==> config.mk <==
export PLATFORM = sky130hd
export DESIGN_NAME = branch_predict_unit
export DESIGN_NICKNAME = d
export VERILOG_FILES = /design/src/rtl/bp_pkg.sv /design/src/rtl/branch_cond_eval.sv /design/src/rtl/branch_predict_unit.sv
export SDC_FILE = /design/constraint.sdc
export NUM_CORES = 1
export LEC_CHECK = 0
export CAP_MARGIN = 20
export CORE_ASPECT_RATIO = 1.1
export CORE_UTILIZATION = 51
export CTS_BUF_LIST = sky130_fd_sc_hd__clkbuf_8 sky130_fd_sc_hd__clkbuf_16
export DETAILED_ROUTE_END_ITERATION = 7
export MAX_ROUTING_LAYER = met4
export PLACE_DENSITY = 0.77
export SETUP_SLACK_MARGIN = 0.4
export SYNTH_ARGS = -nofsm -noshare
export SYNTH_HDL_FRONTEND = slang
export SYNTH_HIERARCHICAL = 1
export SYNTH_SLANG_ARGS = --single-unit
==> constraint.sdc <==
create_clock -name clk -period 7.53 [get_ports clk]
set_input_delay 2.259 -clock clk [delete_from_list [all_inputs] [get_ports clk]]
set_output_delay 2.259 -clock clk [all_outputs]
set_load 0.01 [all_outputs]
==> src/rtl/bp_pkg.sv <==
// ---------------------------------------------------------------------------
// bp_pkg
// Shared definitions for the branch predict unit:
//   - RV32 conditional-branch funct3 encodings
//   - bp_state_t : table sweep state (INIT while clearing the BHT, RUN after)
//   - cnt_init_value() : weakly-not-taken value for a CNT_W-bit counter
// No ports (package).
// ---------------------------------------------------------------------------
package bp_pkg;

   localparam logic [2:0] F3_BEQ  = 3'b000;
   localparam logic [2:0] F3_BNE  = 3'b001;
   localparam logic [2:0] F3_BLT  = 3'b100;
   localparam logic [2:0] F3_BGE  = 3'b101;
   localparam logic [2:0] F3_BLTU = 3'b110;
   localparam logic [2:0] F3_BGEU = 3'b111;

   typedef enum logic {
      INIT,
      RUN
   } bp_state_t;

   // Weakly-not-taken sits just below the MSB threshold: 2^(w-1) - 1.
   function automatic int unsigned cnt_init_value(input int unsigned cnt_w);
      return (32'd1 << (cnt_w - 32'd1)) - 32'd1;
   endfunction

endpackage

==> src/rtl/branch_cond_eval.sv <==
// ---------------------------------------------------------------------------
// branch_cond_eval
// Pure combinational branch decision from funct3 and the ALU zero flag.
// The ALU compare is arranged so that BEQ/BGE/BGEU take on zero and
// BNE/BLT/BLTU take on not-zero; funct3 010/011 are not branches.
// Ports:
//   b        in  1  valid conditional branch in EX
//   funct3   in  3  branch funct3
//   zero     in  1  ALU zero flag
//   taken    out 1  resolved direction
//   illegal  out 1  b with an unsupported funct3
// ---------------------------------------------------------------------------
module branch_cond_eval
   import bp_pkg::*;
(
   input  logic       b,
   input  logic [2:0] funct3,
   input  logic       zero,
   output logic       taken,
   output logic       illegal
);

   // Decode funct3 into a direction; anything outside the six branch
   // encodings is flagged illegal and never taken.
   always_comb begin
      taken   = 1'b0;
      illegal = 1'b0;
      case (funct3)
         F3_BEQ, F3_BGE, F3_BGEU: taken   = b & zero;
         F3_BNE, F3_BLT, F3_BLTU: taken   = b & ~zero;
         default:                 illegal = b;
      endcase
   end

endmodule

==> src/rtl/branch_predict_unit.sv <==
// ---------------------------------------------------------------------------
// branch_predict_unit
// Resolves conditional branches in EX, predicts direction at fetch from a
// PC-indexed table of saturating counters, flags mispredictions one cycle
// after resolution, and trains the table.
// After rst the table is swept to weakly-not-taken, one entry per cycle
// (INIT); predictions and training only happen once the sweep is done (RUN).
// Optional feature macro: BRANCH_PREDICT_STATS_EN adds stat_branches and
// stat_mispredicts saturating event counters.
// Ports:
//   clk, rst          clock, synchronous active-high reset
//   ready             out  table initialised
//   f_req, f_pc       in   fetch lookup request and PC
//   f_pred_valid      out  registered: lookup issued last cycle in RUN
//   f_pred_taken      out  registered: counter MSB of the looked-up entry
//   ex_valid, ex_branch, ex_funct3, ex_zero, ex_pc, ex_pred_taken  in  EX info
//   ex_taken, ex_illegal   out  combinational resolution
//   mispredict        out  registered one-cycle misprediction pulse
// ---------------------------------------------------------------------------
module branch_predict_unit
   import bp_pkg::*;
#(
   parameter int PC_W        = 32,
   parameter int BHT_ENTRIES = 64,
   parameter int CNT_W       = 2
)
(
   input  logic            clk,
   input  logic            rst,
   output logic            ready,
   input  logic            f_req,
   input  logic [PC_W-1:0] f_pc,
   output logic            f_pred_valid,
   output logic            f_pred_taken,
   input  logic            ex_valid,
   input  logic            ex_branch,
   input  logic [2:0]      ex_funct3,
   input  logic            ex_zero,
   input  logic [PC_W-1:0] ex_pc,
   input  logic            ex_pred_taken,
   output logic            ex_taken,
   output logic            ex_illegal,
   output logic            mispredict
`ifdef BRANCH_PREDICT_STATS_EN
   ,
   output logic [31:0]     stat_branches,
   output logic [31:0]     stat_mispredicts
`endif
);

   localparam int               IDX_W    = $clog2(BHT_ENTRIES);
   localparam logic [CNT_W-1:0] CNT_INIT = CNT_W'(cnt_init_value(CNT_W));
   localparam logic [CNT_W-1:0] CNT_MAX  = '1;
   localparam logic [IDX_W-1:0] LAST_IDX = IDX_W'(BHT_ENTRIES - 1);

   bp_state_t        state, state_next;
   logic [IDX_W-1:0] sweep, sweep_next;
   logic [CNT_W-1:0] bht [BHT_ENTRIES];

   logic [IDX_W-1:0] f_idx, ex_idx;
   logic             b, cond_taken, cond_illegal, resolved, do_update;

   // Only PC[IDX_W+1:2] selects a counter; the rest is deliberately ignored.
   logic unused_pc_bits;
   assign unused_pc_bits = ^{f_pc[PC_W-1:IDX_W+2], f_pc[1:0],
                             ex_pc[PC_W-1:IDX_W+2], ex_pc[1:0]};

   assign f_idx  = f_pc[IDX_W+1:2];
   assign ex_idx = ex_pc[IDX_W+1:2];
   assign b      = ex_valid & ex_branch;

   branch_cond_eval u_cond (
      .b       (b),
      .funct3  (ex_funct3),
      .zero    (ex_zero),
      .taken   (cond_taken),
      .illegal (cond_illegal)
   );

   assign ex_taken   = cond_taken;
   assign ex_illegal = cond_illegal;
   assign resolved   = b & ~cond_illegal;
   assign do_update  = (state == RUN) & resolved;
   assign ready      = (state == RUN);

   // Sweep sequencing: INIT walks the index once and hands over to RUN
   // after the last entry has been written.
   always_comb begin
      state_next = state;
      sweep_next = sweep;
      if (state == INIT) begin
         sweep_next = sweep + 1'b1;
         if (sweep == LAST_IDX) begin
            state_next = RUN;
         end
      end
   end

   // State, lookup pipeline and mispredict registers. The lookup reads the
   // table before this edge's update lands, giving read-before-write.
   always_ff @(posedge clk) begin
      if (rst) begin
         state        <= INIT;
         sweep        <= '0;
         f_pred_valid <= 1'b0;
         f_pred_taken <= 1'b0;
         mispredict   <= 1'b0;
      end else begin
         state        <= state_next;
         sweep        <= sweep_next;
         f_pred_valid <= f_req & (state == RUN);
         f_pred_taken <= f_req & (state == RUN) & bht[f_idx][CNT_W-1];
         mispredict   <= resolved & (cond_taken != ex_pred_taken);
      end
   end

   // Counter storage has no reset of its own; the INIT sweep is what
   // initialises it, so the array can map onto plain RAM/flops.
   always_ff @(posedge clk) begin
      if (!rst) begin
         if (state == INIT) begin
            bht[sweep] <= CNT_INIT;
         end else if (do_update) begin
            if (cond_taken && (bht[ex_idx] != CNT_MAX)) begin
               bht[ex_idx] <= bht[ex_idx] + 1'b1;
            end else if (!cond_taken && (bht[ex_idx] != '0)) begin
               bht[ex_idx] <= bht[ex_idx] - 1'b1;
            end
         end
      end
   end

`ifdef BRANCH_PREDICT_STATS_EN
   // Event counters stick at all-ones rather than wrapping.
   always_ff @(posedge clk) begin
      if (rst) begin
         stat_branches    <= '0;
         stat_mispredicts <= '0;
      end else begin
         if (resolved && (stat_branches != 32'hFFFF_FFFF)) begin
            stat_branches <= stat_branches + 32'd1;
         end
         if (mispredict && (stat_mispredicts != 32'hFFFF_FFFF)) begin
            stat_mispredicts <= stat_mispredicts + 32'd1;
         end
      end
   end
`endif

endmodule

Yosys cells after proc, flatten, opt, wreduce, memory -nomap -nowiden
Memories as Yosys holds them, arrays and structs flattened.
Cells that the tools add are included.
{"block": "classes", "mux": 22, "bitwise_logic": 11, "n_eq_ne": 8, "n_addsub": 3, "n_reduce_logical": 9}
{"operator": "$mux 1", "n": 18}
{"operator": "$eq 3x3->1 const B", "n": 4}
{"operator": "$and 1x1->1", "n": 8}
{"operator": "$add 6x1->6 const B", "n": 1}
{"operator": "$eq 6x6->1 const B", "n": 1}
{"operator": "$mux 6", "n": 1}
{"operator": "$reduce_or 3->1", "n": 2}
{"operator": "$reduce_or 6->1", "n": 1}
{"operator": "$mux 2", "n": 2}
{"operator": "$eq 3x1->1 const B", "n": 1}
{"operator": "$logic_not 3->1", "n": 1}
{"operator": "$add 2x1->2 const B", "n": 1}
{"operator": "$logic_and 1x1->1", "n": 2}
{"operator": "$ne 2x2->1 const B", "n": 1}
{"operator": "$not 1->1", "n": 2}
{"operator": "$pmux 1 s2", "n": 1}
{"operator": "$reduce_bool 2->1", "n": 1}
{"operator": "$reduce_or 2->1", "n": 1}
{"operator": "$sub 2x1->2 const B", "n": 1}
{"operator": "$logic_not 1->1", "n": 1}
{"operator": "$ne 1x1->1", "n": 1}
{"operator": "$or 1x1->1", "n": 1}
{"block": "word_totals", "out_inout_bits": 6, "in_bits": 74, "mem_count": 1, "elab_cells": 59, "regBits": 10, "ramBits": 128}
{"memory": "bht", "words": 64, "width": 2, "read_ports": 2, "rd_clocked_by_memory_dff": 0, "write_ports": 1, "line": "branch_predict_unit.sv:58", "source": "logic [CNT_W-1:0] bht [BHT_ENTRIES];"}

Depth between registers and ports, before layout
{"block": "logic_depth", "ltp_word": 14, "mapped_depth": 13, "mapped_depth_nobuf": 8}

By module
Netlist, hierarchy kept.
{"mod": "branch_predict_unit", "instances": 1, "area_per_inst_um2": 7263.2, "cells_each": 498}
{"mod": "branch_cond_eval", "instances": 1, "area_per_inst_um2": 41.3, "cells_each": 5}

Worst setup path after synthesis
OpenSTA, ideal clock, no wires.
{"block": "synth_path", "kind": "input to register", "from": "input ex_pc[2]", "to": "memory bht[0][1], data pin", "arrival_time_ps": 6926, "cell_stages": 11, "path_buffers": 4, "required_time_ps": 6809, "setup_slack_ps": -118, "path_cell_list": "buf_6 > buf_4 > mux4_2 > mux2i_1 > mux2i_1 > a32o_1 > or2_1 > clkbuf_2 > clkbuf_1 > xnor2_1 > a211oi_1"}
{"block": "synth_via", "elab_chain_cells": 12, "word_cells_on_any_way": 22, "classes_between": "2 x add/sub; 1 x eq/ne; 13 x mux; 1 x bitwise; 4 x reduce/logical; 1 x memory"}
{"item": "from (decl)", "line": "branch_predict_unit.sv:39", "source": "input logic [PC_W-1:0] ex_pc,"}
{"item": "$mem_v2 64x2 *"}
{"item": "$reduce_bool 2->1", "line": "branch_predict_unit.sv:126", "source": "end else if (!cond_taken && (bht[ex_idx] != '0)) begin"}
{"item": "$logic_and 1x1->1", "line": "branch_predict_unit.sv:126"}
{"item": "$mux 1", "line": "branch_predict_unit.sv:126"}
{"item": "$mux 1", "line": "branch_predict_unit.sv:124", "source": "if (cond_taken && (bht[ex_idx] != CNT_MAX)) begin"}
{"item": "$mux 1", "line": "branch_predict_unit.sv:123", "source": "end else if (do_update) begin"}
{"item": "$mux 1", "line": "branch_predict_unit.sv:121", "source": "if (state == INIT) begin"}
{"item": "$mux 1", "line": "branch_predict_unit.sv:120", "source": "if (!rst) begin"}
{"item": "$mux 1 (not written as such)", "line": "branch_predict_unit.sv:127", "source": "bht[ex_idx] <= bht[ex_idx] - 1'b1;"}
{"item": "$or 1x1->1 (no line)"}
{"item": "$reduce_or 2->1 (no line)"}
{"item": "$mux 2 (no line) *"}
{"item": "to (decl)", "line": "branch_predict_unit.sv:58"}
Every way passes the cells marked *; elsewhere a longest branch is shown, timed or not.

Worst setup path in the final report
{"block": "layout_path", "from": "input ex_valid", "to": "output ex_taken"}
{"block": "layout_via", "elab_chain_cells": 3, "word_cells_on_any_way": 4, "classes_between": "1 x mux; 3 x bitwise"}
{"item": "from (decl)", "line": "branch_predict_unit.sv:35", "source": "input logic ex_valid,"}
{"item": "$and 1x1->1 *", "line": "branch_predict_unit.sv:70", "source": "assign b = ex_valid & ex_branch;"}
{"item": "named net b", "line": "branch_predict_unit.sv:61", "source": "logic b, cond_taken, cond_illegal, resolved, do_update;"}
{"item": "$and 1x1->1 (on tied branches)", "line": "branch_cond_eval.sv:30, branch_cond_eval.sv:29"}
{"item": "$pmux 1 s2 *", "line": "branch_cond_eval.sv:28", "source": "case (funct3)"}
{"item": "to (decl)", "line": "branch_predict_unit.sv:41", "source": "output logic ex_taken,"}
Mark *: on every way through the listed nets, which the timed path passes. The rest lies on a longest branch.

==> flow_metrics.env <==
export IMPL_path_clk_slew_ns=0.06
export IMPL_drt_wirelength_per_cell_um=24.8
export IMPL_rr_worst_depth=8
export IMPL_p_int_mw=1.40
export IMPL_synth_avg_cell_area_um2=14.5
export IMPL_antenna_found_initial=0
export IMPL_power_share_clock_pct=45.7
export IMPL_netlist_area_leader_share_pct=52.6
export IMPL_grt_busiest_layer="met2"
export IMPL_yosys_warnings=6
export IMPL_yosys_top_cells_count="edfxtp_1 (128), mux4_2 (38), o32ai_1 (35)"
export IMPL_cp_end_kind="output pin"
export IMPL_p_leak_nw=2.85
export IMPL_ctsHoldBuffers=0
export IMPL_start_util_pct=52.5
export IMPL_grt_ovfl_total=0
export IMPL_core_mm2=0.0139
export IMPL_synth_async_sr_flop_share_pct=0
export IMPL_hold_slack_ns=0.592
export IMPL_final_cells=721
export IMPL_worst_setup_path_type="primary input to output pin"
export IMPL_htree_levels=4
export IMPL_use_met1_pct=33.8
export IMPL_areaGrowthSynthToFinish_pct=13.6
export IMPL_p_sw_share_pct=21.2
export IMPL_combPwrFrac_pct=7.4
export IMPL_synth_seq_area_share_pct=55.4
export IMPL_fin_crit_ns=6.53
export IMPL_cp_data_required_time_ns=5.27
export IMPL_wl_um=17900
export IMPL_ant_nets=0
export IMPL_remaining_drc_errors=0
export IMPL_finalSetupViolCount=0
export IMPL_cts_tree="done"
export IMPL_timing_reg2reg_setup_slack_ns=3.82
export IMPL_antenna_cells=0
export IMPL_path_max_fanout=19
export IMPL_grt_usage_pct=26.7
export IMPL_ys_ff_latch=138
export IMPL_clk_latency_ns=0.42
export IMPL_drive_gt1_share_pct=20.5
export IMPL_status="finished clean"
export IMPL_rows=45
export IMPL_io_pins=80
export IMPL_grt_max_degree=65
export IMPL_whs_path_depth=2
export IMPL_worst_pin_slew_ns=1.00
export IMPL_cts_num_sinks=138
export IMPL_max_clock_freq_ghz=0.153
export IMPL_via_per_inst=6.84
export IMPL_p_seq_share_pct=46.9
export IMPL_powerDensity_mw_per_mm2=214
export IMPL_fin_nets=595
export IMPL_timing_rr_end="bht[25][1]$_DFFE_PP_"
export IMPL_yosys_area_top_type="edfxtp_1"
export IMPL_setup_tns_final_ns=0
export IMPL_dp_hpwl_um=12300
export IMPL_die_h_um=128
export IMPL_place_area_mm2=0.00772
export IMPL_fin_crit_sh_pct=86.7
export IMPL_drt_iter0_markers=676
export IMPL_port_buffers=27
export IMPL_synth_edff_count=128
export IMPL_gp_congestion=0.980
export IMPL_p_switching_mw=0.376
export IMPL_die_area_mm2=0.0148
export IMPL_cts_buffers=17
export IMPL_cts_root_buffer="clkbuf_16"
export IMPL_met2_usage_pct=40.2
export IMPL_place_inst=689
export IMPL_drv_cap=0
export IMPL_synth_area_leaders="edfxtp_1 (53%), mux4_2 (12%), o32ai_1 (4.2%)"
export IMPL_synthesis_area_mm2=0.00730
export IMPL_use_met3_pct=6.69
export IMPL_ctsResizeCount=0
export IMPL_grt_setup_unrepaired="false"
export IMPL_final_cell_area_mm2=0.00830
export IMPL_detail_route_first_pass_iterations=8
export IMPL_final_max_slew_viol_count=0
export IMPL_syn_nets=578
export IMPL_hold_path_class="flip-flop to flip-flop"
export IMPL_r2r_start="bht[2][1]$_DFFE_PP_"
export IMPL_arrival_ns=4.27
export IMPL_finalHoldViolations=0
export IMPL_vias=4930
export IMPL_ir_worst_vdd_uv=92.5
export IMPL_fin_worst_skew_ns=0.00748
export IMPL_yosysUniqueCellTypes=66
export IMPL_start_kind="primary input"
export IMPL_synth_main_ff_cell="edfxtp_1"
export IMPL_die_w_um=116
export IMPL_crit_path_start="ex_valid"
export IMPL_cts_setup_buffers=0
export IMPL_grt_pass1_wl_um=27500
export IMPL_yosys_cell_count_top_type="edfxtp_1"
export IMPL_endpoint="ex_taken"
export IMPL_first_global_vias=4748
export IMPL_ctsLongestPathBuffers=2
export IMPL_syn_inst=503
export IMPL_maxSlewHeadroom_pct=32.8
area by class of cell:
class,instances,area (µm²)
Inverter,3,11.3
Fill cell,1045,5610
Sequential cell,138,4040
Clock buffer,18,439
Tap cell,188,235
Timing Repair Buffer,39,380
Multi-Input combinational cell,321,3050
Clock inverter,14,141
flip-flops by register name, indices dropped and copies added, names as in the netlist:
name,count
ready,1
f_pred_valid,1
mispredict,1
sweep,6
f_pred_taken,1
bht,128
cells in the final DEF, fill, tap and decap left out, drive strengths merged, types with 4 or more instances in the layout:
master,count
edfxtp,128
mux4,47
o32ai,35
nor2,28
nand2,27
clkdlybuf4s50,26
o22ai,23
clkbuf,18
nand3,18
mux2i,16
buf,13
mux2,11
dfxtp,10
a21oi,10
a211oi,9
and2,8
nor2b,8
nand2b,8
a21boi,8
inv,7
nor3,6
xnor2,5
clkinv,5
a22oi,4
o21ai,4
or3,4
or2,4
through the flow:
stage / utilization, % / power [mW] / setup slack, ns
finish: 59.7 / 1.78 / 0.998
global route: 59.7 / 1.82 / 0.914
CTS: 59.7 / 1.78 / 0.989
detailed placement: 55.5 / 0.975 / 0.994
global placement: 55.5 / 0.973 / 1.03
floorplan: - / 0.938 / 1.28
power groups by stage:
stage               registers [mW]  clock network (mW)  logic [mW]
global route                 0.832               0.852       0.138
detailed placement           0.848                   0       0.128
floorplan                    0.846                   0      0.0913
finish                       0.832               0.812       0.131
CTS                          0.832               0.821       0.129
global placement             0.847                   0       0.126
worst min-delay path by stage:
| stage | start | end | slack (ns) |
|---|---|---|---|
| floorplan | sweep[0]$_SDFFE_PP0N_ | sweep[0]$_SDFFE_PP0N_ | 0.55 |
| global placement | sweep[0]$_SDFFE_PP0N_ | sweep[0]$_SDFFE_PP0N_ | 0.58 |
| detailed placement | sweep[0]$_SDFFE_PP0N_ | sweep[0]$_SDFFE_PP0N_ | 0.59 |
| CTS | sweep[0]$_SDFFE_PP0N_ | sweep[0]$_SDFFE_PP0N_ | 0.60 |
| global route | sweep[0]$_SDFFE_PP0N_ | sweep[0]$_SDFFE_PP0N_ | 0.64 |
| finish | sweep[0]$_SDFFE_PP0N_ | sweep[0]$_SDFFE_PP0N_ | 0.59 |
logic make-up (layout without fill, tap and decap cells):
logic type	count (synthesis)	count (layout)	synth area share, %
multiplexers	74	74	18.8
buffers and inverters	44	74	3.22
AO/OA/AOI/OAI	114	114	12.5
XOR/XNOR	7	7	0.839
adder cells (fa/ha/maj)	1	1	0.171
flip-flops	138	138	55.4
AND/OR/NAND/NOR	125	125	9.03
routing by layer:
metal,share of wire [%],wire length [µm]
met1,38,6800
met5,0,0
met2,49,8750
met4,4.0,722
met3,9.0,1620
worst max-delay path, stage by stage:
cell             delay [ns]
clkdlybuf4s50_1        0.44
and2_1                 0.19
or3b_1                 0.37
mux2i_2                0.14
buf_4                  0.27
clkdlybuf4s50_1        0.59
Power figures use the tool's default switching activity.
